### src/rtl/fft_r4_pkg.sv
// fft_r4_pkg: state encoding, latency default and digit-reverse helper
// shared by the radix-4 stage controller.
package fft_r4_pkg;

  typedef enum logic [2:0] {
    IDLE,
    ISSUE,
    DRAIN,
    NEXT,
    FIN
  } fft_r4_state_t;

  localparam int BFLY_LAT_DEF = 7;

  // Reverse the order of the low 'digits' base-4 digits of a.
  function automatic logic [31:0] digit_rev(
    input logic [31:0] a,
    input int          digits
  );
    logic [31:0] r;
    r = '0;
    for (int i = 0; i < 16; i++) begin
      if (i < digits) begin
        r[2*(digits-1-i) +: 2] = a[2*i +: 2];
      end
    end
    return r;
  endfunction

endpackage

### src/rtl/fft_r4_delay_line.sv
// fft_r4_delay_line: fixed-depth register pipe carrying the read
// strobe and addresses forward to the write side.
module fft_r4_delay_line #(
  parameter int W     = 8,
  parameter int DEPTH = 7
) (
  input  logic         clk,
  input  logic         rst,
  input  logic [W-1:0] d,
  output logic [W-1:0] q
);

  logic [W-1:0] pipe [DEPTH];

  always_ff @(posedge clk) begin
    if (rst) begin
      for (int i = 0; i < DEPTH; i++) begin
        pipe[i] <= '0;
      end
    end else begin
      pipe[0] <= d;
      for (int i = 1; i < DEPTH; i++) begin
        pipe[i] <= pipe[i-1];
      end
    end
  end

  assign q = pipe[DEPTH-1];

endmodule

### src/rtl/fft_r4_stage_ctrl.sv
// fft_r4_stage_ctrl: radix-4 FFT stage sequencer (read/twiddle/write).
// Define FFT_R4_DIGITREV_EN to digit-reverse last-stage write addresses.
module fft_r4_stage_ctrl
  import fft_r4_pkg::*;
#(
  parameter  int LOG4N    = 4,
  parameter  int BFLY_LAT = BFLY_LAT_DEF,
  localparam int ADDR_W   = 2 * LOG4N,
  localparam int STG_W    = (LOG4N > 1) ? $clog2(LOG4N) : 1
) (
  input  logic              clk,
  input  logic              rst,
  input  logic              start,
  input  logic              hold,
  output logic              rd_en,
  output logic [ADDR_W-1:0] rd_base,
  output logic [ADDR_W-1:0] span,
  output logic [ADDR_W-1:0] tw_idx,
  output logic              wr_en,
  output logic [ADDR_W-1:0] wr_base,
  output logic [ADDR_W-1:0] span_wr,
  output logic [STG_W-1:0]  stage,
  output logic              busy,
  output logic              done
);

  localparam int LAST  = LOG4N - 1;
  localparam int CNT_W = $clog2(BFLY_LAT + 1);
  localparam int DW    = 1 + 2 * ADDR_W;
  localparam logic [ADDR_W-1:0] QUARTER =
    ADDR_W'(1) << (ADDR_W - 2);
  localparam logic [ADDR_W-1:0] LAST_CNT =
    QUARTER - ADDR_W'(1);

  fft_r4_state_t state, nxt;

  logic [ADDR_W-1:0] g, j, cnt;
  logic [ADDR_W-1:0] span_cur, base_raw, tw_raw;
  logic [CNT_W-1:0]  inflight;
  logic              last_stg;
  logic [DW-1:0]     dl_q;
  logic [ADDR_W-1:0] dl_base, dl_span;

  assign last_stg = (stage == STG_W'(LAST));
  assign span_cur = ADDR_W'(1) << (2 * (LAST - int'(stage)));
  assign base_raw = (g << (2 * (LAST - int'(stage)) + 2)) + j;
  assign tw_raw   = j << (2 * int'(stage));

  assign busy    = (state != IDLE);
  assign done    = (state == FIN);
  assign rd_en   = (state == ISSUE) && !hold;
  assign rd_base = rd_en ? base_raw : '0;
  assign tw_idx  = rd_en ? tw_raw : '0;
  assign span    = busy ? span_cur : '0;

  always_ff @(posedge clk) begin
    if (rst) begin
      state <= IDLE;
    end else begin
      state <= nxt;
    end
  end

  always_comb begin
    nxt = state;
    unique case (state)
      IDLE:    if (start) nxt = ISSUE;
      ISSUE:   if (!hold && cnt == LAST_CNT) nxt = DRAIN;
      DRAIN:   if (inflight == '0) nxt = NEXT;
      NEXT:    nxt = last_stg ? FIN : ISSUE;
      FIN:     nxt = IDLE;
      default: nxt = IDLE;
    endcase
  end

  always_ff @(posedge clk) begin
    if (rst) begin
      stage <= '0;
      g     <= '0;
      j     <= '0;
      cnt   <= '0;
    end else if (state == IDLE && start) begin
      stage <= '0;
      g     <= '0;
      j     <= '0;
      cnt   <= '0;
    end else if (rd_en) begin
      cnt <= cnt + ADDR_W'(1);
      if (j == span_cur - ADDR_W'(1)) begin
        j <= '0;
        g <= g + ADDR_W'(1);
      end else begin
        j <= j + ADDR_W'(1);
      end
    end else if (state == NEXT) begin
      g   <= '0;
      j   <= '0;
      cnt <= '0;
      if (!last_stg) stage <= stage + STG_W'(1);
    end else if (state == FIN) begin
      stage <= '0;
    end
  end

  // Butterflies in flight; DRAIN waits for this to empty.
  always_ff @(posedge clk) begin
    if (rst) begin
      inflight <= '0;
    end else if (rd_en && !wr_en) begin
      inflight <= inflight + CNT_W'(1);
    end else if (!rd_en && wr_en) begin
      inflight <= inflight - CNT_W'(1);
    end
  end

  fft_r4_delay_line #(
    .W     (DW),
    .DEPTH (BFLY_LAT)
  ) u_dly (
    .clk (clk),
    .rst (rst),
    .d   ({rd_en, rd_base, span}),
    .q   (dl_q)
  );

  assign {wr_en, dl_base, dl_span} = dl_q;

`ifdef FFT_R4_DIGITREV_EN
  always_comb begin
    wr_base = dl_base;
    span_wr = dl_span;
    if (wr_en && last_stg) begin
      wr_base = ADDR_W'(digit_rev(32'(dl_base), LOG4N));
      span_wr = QUARTER;
    end
  end
`else
  assign wr_base = dl_base;
  assign span_wr = dl_span;
`endif

endmodule

### config.mk
export PLATFORM = sky130hd
export DESIGN_NAME = fft_r4_stage_ctrl
export DESIGN_NICKNAME = d
export VERILOG_FILES = /design/src/rtl/fft_r4_pkg.sv /design/src/rtl/fft_r4_delay_line.sv /design/src/rtl/fft_r4_stage_ctrl.sv
export SDC_FILE = /design/constraint.sdc
export NUM_CORES = 1
export LEC_CHECK = 0
export CAP_MARGIN = 20
export CORE_ASPECT_RATIO = 1.5
export CORE_MARGIN = 5
export CORE_UTILIZATION = 60
export CTS_CLUSTER_SIZE = 25
export DETAILED_ROUTE_END_ITERATION = 16
export PLACE_DENSITY = 0.89
export SETUP_SLACK_MARGIN = 0.4
export SLEW_MARGIN = 30
export SYNTH_ARGS = -nofsm -noshare
export SYNTH_HDL_FRONTEND = slang
export SYNTH_SLANG_ARGS = --single-unit
### constraint.sdc
create_clock -name clk -period 8.8 [get_ports clk]
set_clock_uncertainty 0.2 [all_clocks]
set_input_delay 2.2 -clock clk [delete_from_list [all_inputs] [get_ports clk]]
set_output_delay 2.2 -clock clk [all_outputs]
set_load 0.05 [all_outputs]
==> results.cfg <==
[grt]
grt.overflow.total = 0
antenna_found_initial = 0
grt_first_pass_wirelength_mm = 15.8
grt_start_max_net_pins = 90
gr-usage-all-layers_pct = 19.5
grt_pass1_vias = 3509

[finish]
utilization_pct = 73.4
fin_nets = 552
final_layout_size_suffix_gt1_share_pct = 8.15
antenna_cells = 0
final_area_sq_um = 5880
syn_to_final_growth_pct = 20.1

[sta]
setup_viol = 0
slew_headroom_pct = 46.5
min_period_ps = 7050
setup_tns_ps = 0
max_freq_ghz = 0.142
worstMarginPinSlew_ps = 803
post-route-period-util_pct = 80.1
final_max_slew_viol_count = 0
hold_viol = 0
rsz0062_at_grt = false

[place]
placed_area_sq_um = 5280
gp_congestion = 0.830
io_buffers = 41
hpwl_mm = 5.89

[cts]
h-tree-depth = 4
post_cts_buffers = 0
cts_sinks = 123
clk_pin_slew_ps = 50
cts.repair.resized = 0
cts_made_buffers = 17
root_buffer = clkbuf_16
insertion_delay_ps = 400
cts_buffer_depth = 2
cts_hold_buf = 0
cts_tree = yes

[logic_synthesis]
synthTopCellsByArea = dfxtp_1 (50%), nor2b_1 (12%), ha_1 (4.1%), nor2_1 (2.4%), a211oi_1 (2.1%)
ys_seq_elements = 123
yosysSeqAreaShare_pct = 50.3
yosysTopAreaCell = dfxtp_1
async_flop_share_pct = 0
netlist-cell-type-count = 56
syn-mean-instance-area_sq_um = 9.83
synth_edf_count = 0
synth.top_cell.area_share_pct = 50.3
syn_area_sq_um = 4890
ys_warn_count = 0
synthCells = 498
synthFlopType = dfxtp_1

[run]
maxCapViolations = 0

[drt]
finalWirelength_mm = 9.24
drt_pass1_iterations = 4
first_iter_violations = 169
drc = 0
wl_per_cell_um = 14.3
via_count = 3481
viasPerCell = 5.40
ant_nets = 0

[setup_path]
crit_fanout = 20
end_kind = primary output
worstPathArrival_ps = 4650
start_kind = input port
critPathKind = in2out
required_ps = 6400

[power]
ir_drop_mv = 0.148
powerDensity_nw_per_um2 = 221
total_power_mw = 1.30
p_leak_nw = 2.21

[die]
start_util_pct = 61.1
fp.dieH_um = 121
rows = 40
dieWidth_um = 83.7
die_area_sq_um = 10100
core_sq_um = 8010
pin_count = 50

[outcome]
status = finished, final reports clean

[min_path]
hold_class = reg2reg
cells by family (layout without fill, tap and decap cells):
family,after synthesis,after routing,share of synthesized area (%)
other,1,8,0.0766
multiplexers,10,10,2.30
adder cells (fa/ha/maj),18,18,4.91
AO/OA/AOI/OAI,66,66,9.49
XOR/XNOR,13,13,2.33
AND/OR/NAND/NOR,221,221,26.0
flip-flops,123,123,50.3
buffers and inverters,46,81,4.63
final cells by class:
type                            count  area [sq um]
Sequential cell                   123          2460
Multi-Input combinational cell    336          2230
Fill cell                         567          2130
Clock buffer                       22           484
Timing Repair Buffer               42           413
Tap cell                          105           131
Clock inverter                      7           115
Inverter                           10          37.5
layer usage:
metal,part of all wire [%],track usage [%]
met1,40,20.0
met2,53,35.0
met3,4.3,6.27
met4,2.1,10.2
met5,0,0
layout by cell type, fill, tap and decap left out, types with 4 or more instances in the layout:
cell type and n:
clkdlybuf4s50_1 40, clkbuf_8 4, o31ai_1 5, o21ai_1 5, clkbuf_16 17, nor3_1 13, a211oi_1 14, nand2_1 23
inv_1 9, and3_1 6, a21oi_1 16, or2_2 4, xor2_1 8, and2_1 9, conb_1 8, dfxtp_1 122
ha_1 16, nor2_1 31, nand3_1 18, xnor2_1 5, o21ai_0 7, nor2b_1 92, mux2i_1 9
synth_stat cells, drive strengths merged (2+ instances only):
cell,instances
and2,9
nand2,23
or3b,2
a311oi,2
clkbuf,16
fa,2
dfxtp,123
or3,2
nand4,3
and3,6
nor2b,93
nand2b,2
buf,20
inv,10
o311ai,3
a31oi,2
a21oi,17
nand3,19
a22oi,2
mux2i,9
nor3b,3
o31ai,5
ha,16
or2,4
a211oi,14
nor2,31
xnor2,5
xor2,8
nor4b,3
o21ai,12
nor3,13
nor4,3
a21o,3
nand3b,3
where the power goes:
part / total, mW / internal, mW / switching [mW] / leakage (nW)
Clock: 0.694 / 0.469 / 0.225 / 0.290
Combinational: 0.0404 / 0.00955 / 0.0309 / 0.926
Sequential: 0.564 / 0.561 / 0.00323 / 0.992
Total: 1.30 / 1.04 / 0.259 / 2.21
state kept, by name (all words and copies together), names as in the netlist:
register,cells
inflight,3
stage,2
g,8
state,3
u_dly.pipe,91
j,8
cnt,8
final timing paths:
check                                       start           endpoint  slack (ps)  depth (start not counted)
worst max register to register           stage[0]  u_dly.pipe[0][13]        5250                         11
worst min-delay path            u_dly.pipe[0][25]   u_dly.pipe[1][8]         230                          1
worst min register to register  u_dly.pipe[0][25]   u_dly.pipe[1][8]         230                          1
worst max-delay path                         hold         rd_base[1]        1750                          6
worst max-delay path, cell delays in order:
cell and delay, ps:
clkdlybuf4s50_1 440, nor2_1 110, nand2_1 420, inv_2 460, and2_1 200, clkdlybuf4s50_1 810
metrics by stage:
step | hold slack (ps) | std cells | worst slack, ps
after floorplan | 214 | 505 | 2340
after global placement | 216 | 616 | 1890
after detailed placement | 220 | 616 | 1820
after CTS | 230 | 645 | 1590
after global routing | 243 | 645 | 1600
final | 228 | 645 | 1750
(Power assumes the default switching activity.)
